## config.mk

```make
export PLATFORM = sky130hd
export DESIGN_NAME = step_seq_ctrl
export DESIGN_NICKNAME = d
export VERILOG_FILES = /design/src/rtl/step_seq_ctrl.sv
export SDC_FILE = /design/constraint.sdc
export NUM_CORES = 1
export LEC_CHECK = 0
export CORE_MARGIN = 8
export CORE_UTILIZATION = 51
export DETAILED_ROUTE_END_ITERATION = 10
export GPL_ROUTABILITY_DRIVEN = 1
export GPL_TIMING_DRIVEN = 0
export PLACE_DENSITY = 0.76
export SLEW_MARGIN = 0
export SYNTH_ARGS = -nofsm -noshare
export SYNTH_HDL_FRONTEND = slang
export SYNTH_SLANG_ARGS = --single-unit
export TNS_END_PERCENT = 30
```

## constraint.sdc

```tcl
create_clock -name clk -period 4.74 [get_ports clk]
set_clock_uncertainty 0.15 [all_clocks]
set_input_delay 0.474 -clock clk [delete_from_list [all_inputs] [get_ports clk]]
set_output_delay 0.474 -clock clk [all_outputs]
set_load 0.1 [all_outputs]
```

## src/rtl/step_seq_ctrl.sv

```systemverilog
// Run/stop step sequencer: STEPS-entry note/gate pattern played at a programmable tempo.
// Optional swing timing is built when STEP_SEQ_SWING_EN is defined.
module step_seq_ctrl #(
    parameter int STEPS  = 8,
    parameter int NOTE_W = 7,
    parameter int DIV_W  = 24,
    localparam int IDX_W = $clog2(STEPS)
) (
    input  logic              clk,
    input  logic              reset_n,
    input  logic              start,
    input  logic              stop,
    input  logic [DIV_W-1:0]  tempo_div,
    input  logic [DIV_W-1:0]  gate_len,
    input  logic              wr_en,
    input  logic [IDX_W-1:0]  wr_addr,
    input  logic [NOTE_W-1:0] wr_note,
    input  logic              wr_gate,
`ifdef STEP_SEQ_SWING_EN
    input  logic [DIV_W-2:0]  swing_amt,
`endif
    output logic [NOTE_W-1:0] note_out,
    output logic              gate_out,
    output logic [IDX_W-1:0]  step_idx,
    output logic              step_pulse,
    output logic              running
);

    typedef enum logic {IDLE, RUN} state_t;

    state_t              state_q, state_d;
    logic [DIV_W-1:0]    tick_q, tick_d;
    logic [IDX_W-1:0]    idx_q, idx_d;
    logic [NOTE_W-1:0]   note_q, note_d;
    logic                gate_q, gate_d;
    logic                pulse_q, pulse_d;
    logic                load;
    logic [NOTE_W-1:0]   sel_note;
    logic                sel_gate;
    logic [NOTE_W-1:0]   pat_note [STEPS];
    logic                pat_gate [STEPS];

    logic [DIV_W-1:0]    eff_div;
    logic [DIV_W:0]      step_len;
    logic                last_tick;

    assign eff_div = (tempo_div < DIV_W'(2)) ? DIV_W'(2) : tempo_div;

`ifdef STEP_SEQ_SWING_EN
    logic [DIV_W-1:0] swing_max, swing_s;
    assign swing_max = (eff_div >> 1) - DIV_W'(1);
    assign swing_s   = ({1'b0, swing_amt} > swing_max) ? swing_max : {1'b0, swing_amt};
    // Even steps are lengthened and odd steps shortened by the same amount.
    assign step_len  = idx_q[0] ? ({1'b0, eff_div} - {1'b0, swing_s})
                                : ({1'b0, eff_div} + {1'b0, swing_s});
`else
    assign step_len  = {1'b0, eff_div};
`endif

    assign last_tick = ({1'b0, tick_q} == (step_len - (DIV_W+1)'(1)));

    always_comb begin
        state_d = state_q;
        tick_d  = tick_q;
        idx_d   = idx_q;
        note_d  = note_q;
        pulse_d = 1'b0;
        load    = 1'b0;
        unique case (state_q)
            IDLE: begin
                if (start && !stop) begin
                    state_d = RUN;
                    tick_d  = '0;
                    idx_d   = '0;
                    pulse_d = 1'b1;
                    load    = 1'b1;
                end
            end
            RUN: begin
                if (stop) begin
                    state_d = IDLE;
                    tick_d  = '0;
                    idx_d   = '0;
                end else if (start) begin
                    tick_d  = '0;
                    idx_d   = '0;
                    pulse_d = 1'b1;
                    load    = 1'b1;
                end else if (last_tick) begin
                    tick_d  = '0;
                    idx_d   = idx_q + IDX_W'(1);
                    pulse_d = 1'b1;
                    load    = 1'b1;
                end else begin
                    tick_d  = tick_q + DIV_W'(1);
                end
            end
            default: state_d = IDLE;
        endcase
        // Forward a same-cycle write so outputs see the pattern as it stands after this edge.
        sel_note = (wr_en && (wr_addr == idx_d)) ? wr_note : pat_note[idx_d];
        sel_gate = (wr_en && (wr_addr == idx_d)) ? wr_gate : pat_gate[idx_d];
        if (load) begin
            note_d = sel_note;
        end
        gate_d = (state_d == RUN) && sel_gate && (tick_d < gate_len);
    end

    always_ff @(posedge clk or negedge reset_n) begin
        if (!reset_n) begin
            state_q <= IDLE;
            tick_q  <= '0;
            idx_q   <= '0;
            note_q  <= '0;
            gate_q  <= 1'b0;
            pulse_q <= 1'b0;
            for (int i = 0; i < STEPS; i++) begin
                pat_note[i] <= '0;
                pat_gate[i] <= 1'b0;
            end
        end else begin
            state_q <= state_d;
            tick_q  <= tick_d;
            idx_q   <= idx_d;
            note_q  <= note_d;
            gate_q  <= gate_d;
            pulse_q <= pulse_d;
            if (wr_en) begin
                pat_note[wr_addr] <= wr_note;
                pat_gate[wr_addr] <= wr_gate;
            end
        end
    end

    assign note_out   = note_q;
    assign gate_out   = gate_q;
    assign step_idx   = idx_q;
    assign step_pulse = pulse_q;
    assign running    = (state_q == RUN);

endmodule

```

==> flow_metrics.py, run 1 <==
metrics = {
    "final_layout": {
        "diodes": 0,
        "syn2layout_area_growth_pct": 26.5,
        "nNetsFinal": 870,
        "final_cell_mix": "dfrtp_1, mux2_2, clkdlybuf4s50_1",
        "final_cells": 960,
        "final_common_cell": "dfrtp_1",
        "drive_above_1_share": 0.296,
    },
    "logic_synthesis": {
        "synth_ff_type": "dfrtp_1",
        "synth_edf_count": 0,
        "ys_types": 64,
        "synth_seq_cells": 101,
        "yosysSeqAreaShare": 0.376,
        "ys_warn_count": 0,
        "syn_inst": 667,
        "synthesis.area_mm2": 0.00673,
        "synthArstFlopShare": 1.00,
        "syn_nets": 757,
        "postSynthAreaPerCell_um2": 10.1,
    },
    "placement": {
        "io_buffers": 69,
        "hpwlAfterDp_um": 14400,
        "gp_congestion": 0.953,
        "placed_cells": 913,
        "place_ws_ns": -3.32,
    },
    "global_routing": {
        "grt_usage": 0.235,
        "antenna_found_initial": 0,
        "grt_max_degree": 70,
        "grt_pass1_wl_um": 31200,
        "grt_overflow": 0,
        "grt_pass1_vias": 6154,
    },
    "worst_hold_path": {
        "hold_path.class": "flop to flop",
        "holdPathStages": 1,
    },
    "critical_path": {
        "cp.depth": 33,
        "required_ns": 4.84,
        "worstSetupEndpointType": "flop",
        "rr_worst_depth": 26,
        "cp_max_fo": 5,
        "worstPathArrival_ns": 6.16,
        "max_stage_delay_ns": 0.54,
        "critPathKind": "input port to flop",
        "critPathBufInv": 4,
        "path_delay_family": "simple AND/OR/NAND/NOR gates",
        "critPathLaunchType": "input port",
        "cp_slowest_cell": "or4_4",
    },
    "timing": {
        "tightestPinTransition_ns": 1.04,
        "period_share": 1.28,
        "hold_violations": 0,
        "fmax_mhz": 165,
        "post-route-min-period_ns": 6.06,
        "relSlewSlack": 0.306,
        "setup_violations": 8,
        "finalMaxSlewViolations": 0,
        "grt_setup_unrepaired": "true",
        "timing.hold.ws_ns": 0.356,
        "layout_setup_ws_ns": -1.32,
        "setup-tns-final_ns": -2.73,
    },
    "floorplan": {
        "rows": 42,
        "die-width_um": 131,
        "start_util": 0.514,
        "die_area_mm2": 0.0171,
        "core_mm2": 0.0131,
        "ioPinCount": 77,
        "die_y_um": 131,
    },
    "route": {
        "routedWlPerCell_um": 21.0,
        "via_count": 5926,
        "viasPerCell": 6.17,
        "drt_iter0_markers": 403,
        "post-route-drc-count": 0,
        "wirelength_um": 20200,
        "first_pass_iters": 4,
        "ant_nets": 0,
    },
    "pwr": {
        "design_power_total_mw": 2.47,
        "cellLeakagePower_nw": 3.60,
        "cellPowerDensity_mw_per_mm2": 290,
        "max-vdd-ir-drop_uv": 254,
    },
    "status": {
        "violations": "setup timing",
        "status": "complete, but fails checks",
    },
    "clock_tree": {
        "cts_max_path_buffers": 2,
        "clk_pin_slew_ns": 0.07,
        "cts_tree": "built",
        "cts-root-buf": "clkbuf_16",
        "clk_latency_ns": 0.35,
        "numCtsBuffers": 9,
        "cts_htree_levels": 3,
        "cts_sinks": 101,
    },
    "job": {
        "max_cap_viol_count": 0,
    },
}
where the power goes:
| group | switching, mW | internal, mW |
|---|---|---|
| sequential | 0.0727 | 0.998 |
| combinational | 0.337 | 0.273 |
| clock | 0.327 | 0.462 |
cell usage after synthesis, types with 3 or more instances:
cell / n / area [µm²]
nor2b_1: 17 / 106
a2bb2oi_1: 7 / 61.3
o21ai_0: 46 / 230
ha_1: 26 / 325
buf_2: 5 / 25.0
and3_1: 17 / 106
nor3_1: 8 / 40.0
a21oi_1: 12 / 60.1
mux2_2: 84 / 946
nor4_4: 4 / 85.1
mux2i_1: 18 / 180
a31oi_1: 11 / 68.8
o21ai_2: 8 / 70.1
inv_1: 30 / 113
nand3b_1: 4 / 30.0
a21o_1: 6 / 45.0
nor2_1: 40 / 150
xor2_1: 16 / 140
o31a_1: 3 / 26.3
nor4_1: 12 / 75.1
clkbuf_1: 17 / 63.8
nand4_1: 13 / 81.3
and2_1: 4 / 25.0
o2111ai_1: 4 / 35.0
dfrtp_1: 101 / 2530
and4_1: 3 / 26.3
nand4b_1: 4 / 35.0
buf_6: 3 / 33.8
nand2_1: 29 / 109
o221ai_1: 9 / 78.8
nand3_1: 18 / 90.1
o31ai_1: 5 / 37.5
nand2b_1: 14 / 87.6
o211ai_1: 7 / 52.6
xnor2_1: 22 / 193
through the flow:
| stage | utilization | area [µm²] |
|---|---|---|
| final | 0.650 | 8510 |
| after global routing | 0.650 | 8510 |
| after CTS | 0.634 | 8300 |
| after detailed placement | 0.591 | 7730 |
| after global placement | 0.588 | 7690 |
| after floorplan | - | 6780 |
layer usage:
metal,wire (µm),share of wire,global-route usage,up-vias
met1,7990,0.40,0.259,2964
met5,0,0,0,-
met3,835,0.041,0.0349,67
met4,831,0.041,0.123,0
met2,10500,0.52,0.431,207
li1,-,-,-,2688
state kept, by name (all words and copies together), names as in the netlist:
signal / flops
gate_out: 1
note_out: 7
pat_gate: 8
pat_note: 56
running: 1
step_idx: 3
step_pulse: 1
tick_q: 24
cells by family after synthesis:
kind of cell / share of synthesized area
AO/OA/AOI/OAI: 0.134
buffers and inverters: 0.0385
AND/OR/NAND/NOR: 0.184
flip-flops: 0.376
multiplexers: 0.169
adder cells (fa/ha/maj): 0.0484
XOR/XNOR: 0.0495
worst register-to-register path: cells and delay by family (launching register included):
kind	cells	cell delay [ns]
AND/OR/NAND/NOR	8	1.98
AO/OA/AOI/OAI	14	1.94
flip-flops	1	0.36
buffers and inverters	2	0.33
adder cells (fa/ha/maj)	1	0.32
XOR/XNOR	1	0.23
worst paths after layout:
| check | startpoint | endpoint | slack, ns |
|---|---|---|---|
| max reg2reg | tick_q[15] | gate_out | -0.67 |
| max | tempo_div[8] | gate_out | -1.32 |
| min in group asynchronous | reset_n | pat_gate[1] | 0.48 |
| min reg2reg | pat_note[54] | pat_note[54] | 0.36 |
| min | pat_note[54] | pat_note[54] | 0.36 |
| max in group asynchronous | reset_n | pat_note[39] | 3.27 |
what timing repair did:
item / in CTS / in global routing
resized for setup: 118 / 37
pin swaps: 25 / 29
hold buffers: 1 / 0
cloned: 1 / 1
endpoints found under the hold margin: 32 / 0
setup buffers: 16 / 14
setup endpoints to repair: 36 / 8
layout make-up:
type | count | area (µm²)
Buffer | 25 | 143
Clock buffer | 10 | 229
Clock inverter | 5 | 83.8
Fill cell | 1018 | 4580
Inverter | 33 | 129
Multi-Input combinational cell | 507 | 4250
Sequential cell | 101 | 2530
Tap cell | 176 | 220
Timing Repair Buffer | 103 | 930
(Power assumes the default switching activity.)
==> run 2: changes to the inputs <==
SKIP_LAST_GASP = 1   (was default)
==> run 2 against run 1 <==
Effect of this change: the flow still finishes with violations (setup timing); die area did not move; critical path depth fell by 1; setup slack got worse by 0.14 ns; clock power barely moved; total power fell by 0.14%; sequential cell count did not move; clock-buffer cell count did not move; wire length fell by 0.70%; cell count fell by 0.10%; highest routed layer unchanged.
==> flow_metrics.py, run 2 (synthesis results as in run 1) <==
metrics = {
    "clock_tree": {
        "numCtsBuffers": 9,
        "cts_sinks": 101,
        "cts_htree_levels": 3,
        "cts_max_path_buffers": 2,
        "clk_latency_ns": 0.34,
        "cts_tree": "built",
        "cts-root-buf": "clkbuf_16",
        "clk_pin_slew_ns": 0.06,
    },
    "timing": {
        "grt_setup_unrepaired": "true",
        "layout_setup_ws_ns": -1.45,
        "setup_violations": 8,
        "timing.hold.ws_ns": 0.355,
        "post-route-min-period_ns": 6.19,
        "tightestPinTransition_ns": 1.01,
        "period_share": 1.31,
        "finalMaxSlewViolations": 0,
        "relSlewSlack": 0.322,
        "hold_violations": 0,
        "fmax_mhz": 161,
    },
    "final_layout": {
        "nNetsFinal": 869,
        "diodes": 0,
        "top_regs": "pat_note (56), tick_q (24), pat_gate (8)",
        "syn2layout_area_growth_pct": 26.0,
        "multi_input_area_mm2": 0.00421,
        "drive_above_1_share": 0.287,
        "largest_reg_flops": 56,
        "final_common_cell": "dfrtp_1",
        "nFillCells": 1023,
        "final_cell_mix": "dfrtp_1, mux2_2, clkdlybuf4s50_1",
        "design_area_mm2": 0.00847,
        "final_cells": 959,
        "final-seq-area_mm2": 0.00253,
        "regMostFlops": "pat_note",
    },
    "route": {
        "routedWlPerCell_um": 20.9,
        "ant_nets": 0,
        "wirelength_um": 20000,
        "via_count": 5914,
        "viasPerCell": 6.17,
        "drt_iter0_markers": 427,
        "first_pass_iters": 5,
        "post-route-drc-count": 0,
    },
    "pwr": {
        "cellLeakagePower_nw": 3.58,
        "power_frac_seq": 0.434,
        "power_switching_mw": 0.732,
        "max-vdd-ir-drop_uv": 252,
        "power.internal_mw": 1.73,
        "cellPowerDensity_mw_per_mm2": 291,
        "design_power_total_mw": 2.47,
        "power_frac_comb": 0.247,
        "clock_power_share": 0.319,
        "switching_share": 0.297,
    },
    "critical_path": {
        "cp_slowest_cell": "or4_4",
        "rr_worst_depth": 25,
        "cp_max_fo": 5,
        "worstSetupEndpointType": "flop",
        "max_stage_delay_ns": 0.59,
        "critPathLaunchType": "input port",
        "r2r_end": "gate_out",
        "worstPathArrival_ns": 6.29,
        "critPathKind": "input port to flop",
        "worstReg2RegStart": "tick_q[15]",
        "cp-startpoint": "tempo_div[8]",
        "required_ns": 4.84,
        "reg2reg_setup_slack_ns": -0.83,
        "timing.critical_path.to": "gate_out",
    },
    "global_routing": {
        "grt_pass1_wl_um": 31200,
        "grt_pass1_vias": 6152,
        "grt_max_degree": 70,
        "grt_usage": 0.235,
        "grt_overflow": 0,
        "antenna_found_initial": 0,
    },
    "floorplan": {
        "core_mm2": 0.0131,
        "die-width_um": 131,
        "start_util": 0.514,
        "die_y_um": 131,
        "ioPinCount": 77,
        "die_area_mm2": 0.0171,
        "rows": 42,
    },
    "status": {
        "status": "complete, but fails checks",
        "violations": "setup timing",
    },
    "job": {
        "max_cap_viol_count": 0,
    },
    "placement": {
        "placed_cells": 913,
        "hpwlAfterDp_um": 14400,
        "place_area_mm2": 0.00773,
        "gp_congestion": 0.953,
        "io_buffers": 69,
    },
    "worst_hold_path": {
        "hold_path.class": "flop to flop",
        "holdCritStartpoint": "pat_gate[7]",
    },
}
-- run 2: changes by cell type in the layout (fill, tap and decap cells not counted), sizes merged --
cell and delta:
buf -1, clkinv -1, inv +1
-- run 2: critical path, delay by kind of cell --
| kind | cells | cell delay, ns |
|---|---|---|
| AOI/OAI and AO/OA | 13 | 2.13 |
| buffers and inverters | 4 | 0.57 |
| and+or+nand+nor | 13 | 2.73 |
| adders and majority gates | 2 | 0.38 |
-- run 2: what timing repair did --
| item | 4_1_cts | 5_1_grt |
|---|---|---|
| hold endpoints to repair | 32 | 0 |
| hold buffers | 1 | 0 |
| endpoints found under the setup margin | 36 | 8 |
| resized for setup | 112 | 35 |
| pin swaps | 25 | 35 |
| buffers inserted | 16 | 14 |
| cloned | 1 | 0 |
-- run 2: area by class of cell --
type	count	share of cell area
Multi-Input combinational cell	507	0.497
Sequential cell	101	0.298
Timing Repair Buffer	102	0.110
Clock buffer	10	0.0270
Tap cell	176	0.0260
Buffer	25	0.0168
Inverter	33	0.0152
Clock inverter	5	0.00989
-- run 2: worst min-delay path by stage --
stage | slack (ns) | to | cells past startpoint
global placement | 0.33 | pat_note[16] | 1
detailed placement | 0.31 | gate_out | 1
floorplan | 0.03 | gate_out | 0
CTS | 0.36 | pat_note[13] | 1
finish | 0.36 | pat_gate[7] | 1
global route | 0.36 | pat_note[54] | 1
-- run 2: through the flow --
step | util | setup TNS, ns | setup WS, ns
6_report | 0.648 | -2.86 | -1.45
5_1_grt | 0.648 | -4.52 | -1.74
4_1_cts | 0.633 | -1.34 | -1.34
3_5_place_dp | 0.591 | -43.46 | -3.32
3_3_place_gp | 0.588 | -96.80 | -3.35
2_1_floorplan | - | -1.31 | -1.31
-- run 2: power by group through the flow --
stage	sequential, mW	combinational, mW	clock (mW)
2_1_floorplan	1.17	0.288	0
3_3_place_gp	1.07	0.558	0
3_5_place_dp	1.08	0.581	0
4_1_cts	1.07	0.595	0.792
5_1_grt	1.09	0.647	0.828
6_report	1.07	0.608	0.786
-- run 2: metal layers --
metal,routed length [µm],vias to the layer above,GRT usage,part of all wire
met3,1020,61,0.0349,0.051
met5,0,-,0,0
li1,-,2688,-,-
met4,764,0,0.123,0.038
met2,10400,219,0.431,0.52
met1,7790,2946,0.259,0.39
